<file path="config.mk">
export PLATFORM = sky130hd
export DESIGN_NAME = piso_tx
export DESIGN_NICKNAME = d
export VERILOG_FILES = /design/src/rtl/piso_tx.sv
export SDC_FILE = /design/constraint.sdc
export NUM_CORES = 1
export LEC_CHECK = 0
export BUFFER_PORTS_ARGS = -buffer_cell sky130_fd_sc_hd__buf_2
export CORE_AREA = 2 2 39 41
export DETAILED_ROUTE_END_ITERATION = 8
export DIE_AREA = 0 0 41 43
export PLACE_DENSITY_LB_ADDON = 0.15
export SLEW_MARGIN = 20
export SYNTH_ARGS = -nofsm -noshare
export SYNTH_HDL_FRONTEND = slang
export SYNTH_SLANG_ARGS = --single-unit
export TNS_END_PERCENT = 10
</file>
<file path="constraint.sdc">
create_clock -name clk -period 2.2 [get_ports clk]
set_input_delay 0.11 -clock clk [delete_from_list [all_inputs] [get_ports clk]]
set_output_delay 0.11 -clock clk [all_outputs]
set_load 0.02 [all_outputs]
</file>
<file path="src/rtl/piso_tx.sv">
// Parallel-in serial-out transmitter: the word is accepted over valid/ready and sent one bit per clock.
// The first bit appears one cycle after acceptance; `define PISO_PARITY_EN appends an even-parity bit.
module piso_tx #(
  parameter int WIDTH     = 8,
  parameter bit MSB_FIRST = 1'b1
) (
  input  logic             clk,
  input  logic             rst,
  input  logic [WIDTH-1:0] din,
  input  logic             din_valid,
  output logic             din_ready,
  output logic             sout,
  output logic             sout_valid,
  output logic             sout_last,
  output logic             busy
);

`ifdef PISO_PARITY_EN
  localparam int FL = WIDTH + 1;
`else
  localparam int FL = WIDTH;
`endif
  localparam int CW = $clog2(WIDTH + 1);
  localparam logic [CW-1:0] LAST_CNT = CW'(FL - 1);

  typedef enum logic {IDLE, SHIFT} state_e;

  state_e           state_q, state_d;
  logic [CW-1:0]    cnt_q, cnt_d;
  logic [WIDTH-1:0] shreg_q, shreg_d;
  logic             sout_q, sout_d;
  logic             valid_q, valid_d;
  logic             last_q, last_d;
  logic             busy_q, busy_d;
  logic             at_last;
  logic             accept;
`ifdef PISO_PARITY_EN
  logic             par_q, par_d;
`endif

  // shreg holds only the bits not yet sent, with the next one at the output end
  function automatic logic head_bit(input logic [WIDTH-1:0] w);
    return MSB_FIRST ? w[WIDTH-1] : w[0];
  endfunction

  function automatic logic [WIDTH-1:0] advance(input logic [WIDTH-1:0] w);
    return MSB_FIRST ? {w[WIDTH-2:0], 1'b0} : {1'b0, w[WIDTH-1:1]};
  endfunction

  assign at_last = (state_q == SHIFT) && (cnt_q == LAST_CNT);
  assign accept  = din_valid && din_ready;

  always_ff @(posedge clk or posedge rst) begin
    if (rst) begin
      state_q <= IDLE;
      cnt_q   <= '0;
      shreg_q <= '0;
      sout_q  <= 1'b0;
      valid_q <= 1'b0;
      last_q  <= 1'b0;
      busy_q  <= 1'b0;
`ifdef PISO_PARITY_EN
      par_q   <= 1'b0;
`endif
    end else begin
      state_q <= state_d;
      cnt_q   <= cnt_d;
      shreg_q <= shreg_d;
      sout_q  <= sout_d;
      valid_q <= valid_d;
      last_q  <= last_d;
      busy_q  <= busy_d;
`ifdef PISO_PARITY_EN
      par_q   <= par_d;
`endif
    end
  end

  always_comb begin
    state_d = state_q;
    cnt_d   = cnt_q;
    shreg_d = shreg_q;
`ifdef PISO_PARITY_EN
    par_d   = accept ? ^din : par_q;
`endif
    if (accept) begin
      state_d = SHIFT;
      cnt_d   = '0;
      shreg_d = advance(din);
    end else if (state_q == SHIFT) begin
      if (at_last) begin
        state_d = IDLE;
        cnt_d   = '0;
      end else begin
        cnt_d   = cnt_q + CW'(1);
        shreg_d = advance(shreg_q);
      end
    end
  end

  always_comb begin
    din_ready = !rst && ((state_q == IDLE) || at_last);
    sout_d    = 1'b0;
    valid_d   = 1'b0;
    last_d    = 1'b0;
    busy_d    = 1'b0;
    if (accept) begin
      sout_d  = head_bit(din);
      valid_d = 1'b1;
      busy_d  = 1'b1;
    end else if ((state_q == SHIFT) && !at_last) begin
      valid_d = 1'b1;
      busy_d  = 1'b1;
      last_d  = (cnt_d == LAST_CNT);
      sout_d  = head_bit(shreg_q);
`ifdef PISO_PARITY_EN
      if (cnt_q == CW'(WIDTH - 1)) sout_d = par_q;
`endif
    end
  end

  assign sout       = sout_q;
  assign sout_valid = valid_q;
  assign sout_last  = last_q;
  assign busy       = busy_q;

endmodule
</file>
# After elaboration in Yosys (flattened, before gate mapping)
# Cells that the tools add are included.
# word_totals
ff_bits,16
in_bits,11
out_inout_bits,5
word_cells,35
# classes
n_addsub,1
eq_ne,3
muxes,15
bitwise_logic,1
n_reduce_logical,9
# op_table
cell,n
8-bit 2-to-1 mux,3
4-bit 2-to-1 mux,3
1-bit 2-to-1 mux,9
"4-bit by 3-bit equality test with 1-bit output, second input constant",2
"4-bit by 1-bit adder with 4-bit output, second input constant",1
1-bit logical AND,4
1-bit logical NOT,2
"2-bit by 1-bit inequality test with 1-bit output, second input constant",1
2-bit AND reduction,1
2-bit nonzero test,1
1-bit logical OR,1
1-bit NOT,1

# Logic depth before layout (Yosys ltp)
# depth
word_depth,9
ltp_mapped,5

# Least setup slack after synthesis
# Ideal clock, no wire load.
# synth_path
path_type,register -> output
startpoint,register cnt_q[0]
endpoint,output din_ready
t_arrival_ps,1306
required_ps,2090
slack_ps,784
path_stages_with_launch,6
n_path_buf,1
path_cell_list,dfrtp_1 ha_1 nand3b_4 and2_4 buf_6 nor2_1
# synth_between
elab_chain_len,4
# synth_rtl
item,line,text
"start, declared",29,"logic [CW-1:0] cnt_q, cnt_d;"
"start signal, assigned",67,cnt_q <= cnt_d;
4-bit by 3-bit equality test with 1-bit output,50,assign at_last = (state_q == SHIFT) && (cnt_q == LAST_CNT);
1-bit logical AND,50,
1-bit logical OR,102,din_ready = !rst && ((state_q == IDLE) || at_last);
1-bit logical AND,102,
"end, declared",11,"output logic din_ready,"
# No other way between the ends.

# Worst setup path after layout
# Ends and elaborated chain as after synthesis.

==> impl_results.md <==
- Core area: 0.00138 mm²
- Routability cong.: 0.731
- Worst-case clock buffer depth: 2
- Number of resized instances in the post-cts repair step: 0
- Via-per-instance ratio: 5.36
- Setup tns final: 0 ps
- Worst-case clock skew: 0.367 ps
- Global routing usage summed across all routing layers: 18.3%
- Worst-case headroom to the max-slew limit: 53.5%
- Register bit count reported by yosys: 14
- Fraction of the yosys area taken by sequential cells: 50.4%
- Sinks on the clock net: 14
- Register Area: 350 µm²
- Count of final max-slew check failures: 0
- Number of buffers inserted during clock tree synthesis: 3
- Worst path max stage delay: 400 ps
- Number of violations reported at the end of detailed-routing iteration 0: 8
- Antenna violations before repair: 0
- Post-Syn Area per Cell: 10.4 µm²
- Floorplan die area: 0.00176 mm²
- Post-synth net total: 79
- Largest net degree at the start of global routing: 19
- Floorplan die height: 43 µm
- Crit-path max FO: 10
- GRT overflow: 0
- Most frequent standard cell in the layout excluding fill and tap cells: sky130_fd_sc_hd__buf_2
- Number of global-route vias before repair: 476
- Post-Syn Area: 696 µm²
- Total count of hold-check failures in the final report: 0
- Average routed wire per standard cell: 13.5 µm
- Crit path DAT: 1590 ps
- Period minus WS final: 1700 ps
- Post-route antenna net violation count: 0
- Worst Max-Slew Pin Slew: 696 ps
- Count of input and output buffers: 15
- Cell at the slowest stage of the critical path: sky130_fd_sc_hd__dfrtp_1
- Global-route wire length before repair: 2080 µm
- Fill cell instance count of the final layout: 130
- Post-CTS clock slew at the launch and capture registers of the worst setup and hold paths: 90 ps
- Instance count of the mapped netlist: 67
- RSZ-0062 raised after global routing: false
- Share of layout cells above drive strength 1: 28.0%
- VDD IR max: 0.000604 V
- Required time of the critical path: 2090 ps
- Total non-filler cell area in the finished layout: 806 µm²
- Library cell with the largest summed area after synthesis: sky130_fd_sc_hd__dfrtp_1
- Wirelength, routed: 1320 µm
- Library cells used by synthesis: 24
- Class of the tightest hold or removal check: primary input to flop
- Half-perimeter wire length after placement: 930 µm
- Overall power of the completed layout: 1.08 mW
- First drt pass iteration count: 4
- Later-pin clock latency in the skew report: 290 ps
- Achievable frequency: 589 MHz
- Number of H-tree levels: 1
- DIE WIDTH: 41 µm
- Clock root buffer: sky130_fd_sc_hd__clkbuf_4
- Worst Path Class, Setup: flop to output port
- Launching element type of the critical path: flop
- Startpoint of the lowest-slack hold path: din[0]
- Layout overhead on the synthesized area: 15.8%
- Final net count: 95
- Number of max-cap violations: 0
- Worst Setup SP: cnt_q[0]
- Endpoint kind of the worst setup timing path: output port
- Count of vias placed by the detailed router: 525
- Total of warnings raised by yosys: 0
- Static power due to leakage: 0.409 nW
- Ports placed on the boundary: 16
- Worst reg-to-reg setup slack: 790 ps
- CTS tree: built
- Power per cell area: 1340 mW/mm²
- Most used cells in the layout excluding fill and tap cells: 15 x sky130_fd_sc_hd__buf_2, 14 x sky130_fd_sc_hd__dfrtp_1, 8 x sky130_fd_sc_hd__nand3_1, 8 x sky130_fd_sc_hd__o21ai_0, 8 x sky130_fd_sc_hd__nand2_1
- Final Util: 58.2%
- Area share of the largest cell type after synthesis: 50.4%
- DP Area: 759 µm²
- Most area-consuming cells after synthesis: sky130_fd_sc_hd__dfrtp_1 50%, sky130_fd_sc_hd__mux2i_1 8.6%, sky130_fd_sc_hd__nand3_1 5.8%, sky130_fd_sc_hd__o21ai_0 5.8%, sky130_fd_sc_hd__nand2_1 4.3%
- Share of the cycle needed by the critical path after routing: 77.2%
- Outcome: finished clean
- DRC: 0
- Starting Density: 50.3%
- Core Rows: 14
- Ant diodes: 0
- Final setup fails: 0
- R2R Path Start: busy
- Area of the multi-input gates: 310 µm²
- Cell-by-cell listing of the critical path: ha_1 -> nand3b_4 -> and2_4 -> nor2_1 -> buf_2
## synth_stat cells
cell	count
sky130_fd_sc_hd__buf_4	1
sky130_fd_sc_hd__and2_4	1
sky130_fd_sc_hd__nand3_1	8
sky130_fd_sc_hd__a21oi_1	1
sky130_fd_sc_hd__buf_6	1
sky130_fd_sc_hd__clkbuf_2	1
sky130_fd_sc_hd__nand2b_1	1
sky130_fd_sc_hd__a21boi_0	1
sky130_fd_sc_hd__nand3b_4	1
sky130_fd_sc_hd__mux2i_1	6
sky130_fd_sc_hd__nand3b_1	2
sky130_fd_sc_hd__a22o_1	1
sky130_fd_sc_hd__nor2_1	3
sky130_fd_sc_hd__ha_1	1
sky130_fd_sc_hd__xor2_1	1
sky130_fd_sc_hd__inv_1	1
sky130_fd_sc_hd__mux2_2	1
sky130_fd_sc_hd__nand2_1	8
sky130_fd_sc_hd__dfrtp_1	14
sky130_fd_sc_hd__nand4_1	1
sky130_fd_sc_hd__clkbuf_1	2
sky130_fd_sc_hd__nor2b_1	1
sky130_fd_sc_hd__a211oi_2	1
sky130_fd_sc_hd__o21ai_0	8
## report_power, final
part	internal [mW]	total [mW]	switching (mW)
Clock	0.101	0.191	0.0897
Sequential	0.355	0.456	0.101
Combinational	0.190	0.430	0.240
## critical path: cells and delay by family, from the launching register on
kind | cells | cell delay (ps)
adders and majority gates | 1 | 270
buffers and inverters | 1 | 160
and+or+nand+nor | 3 | 470
DFF | 1 | 400
## timing repair
item,in CTS,in global routing
hold buffers,1,0
endpoints found under the hold margin,14,0
buffers inserted,0,0
## sequential cells by signal, summed over array words and instances, names as in the netlist
| register | count |
|---|---|
| sout | 1 |
| busy | 1 |
| sout_last | 1 |
| shreg_q | 7 |
| cnt_q | 4 |
## through the flow
step | hold WS (ps) | instances | setup slack [ps]
after global placement | 204 | 93 | 819
final | 64.2 | 98 | 502
after detailed placement | 208 | 93 | 809
after global routing | 69.7 | 98 | 383
after floorplan | -0.781 | 67 | 784
after CTS | 60.4 | 98 | 490
## logic make-up after synthesis
group	after synthesis	synth area share, %
AND/OR/NAND/NOR	26	20.7
flip-flops	14	50.4
AO/OA/AOI/OAI	12	10.6
multiplexers	7	10.3
buffers and inverters	6	5.04
XOR/XNOR	1	1.26
adder cells (fa/ha/maj)	1	1.80
## layer usage
metal	GRT usage, %	wire [µm]
met2	26.9	660
met3	4.71	45
met1	22.5	575
met5	0	0
met4	12.0	40
## path summary, 6_finish.rpt
path                                   end  cells after the start
worst max-delay path             din_ready                      5
worst min-delay path            shreg_q[1]                      3
worst max register to register    cnt_q[3]                      3
worst min register to register  shreg_q[7]                      2
max in group asynchronous       shreg_q[5]                      3
min in group asynchronous       shreg_q[1]                      3
## layout make-up
type | instances | share of cell area (%)
Multi-Input combinational cell | 47 | 38.5
Inverter | 1 | 0.466
Sequential cell | 14 | 43.5
Clock buffer | 4 | 4.50
Timing Repair Buffer | 16 | 10.6
Tap cell | 16 | 2.48
No activity file was read; power rests on OpenSTA's default activity.
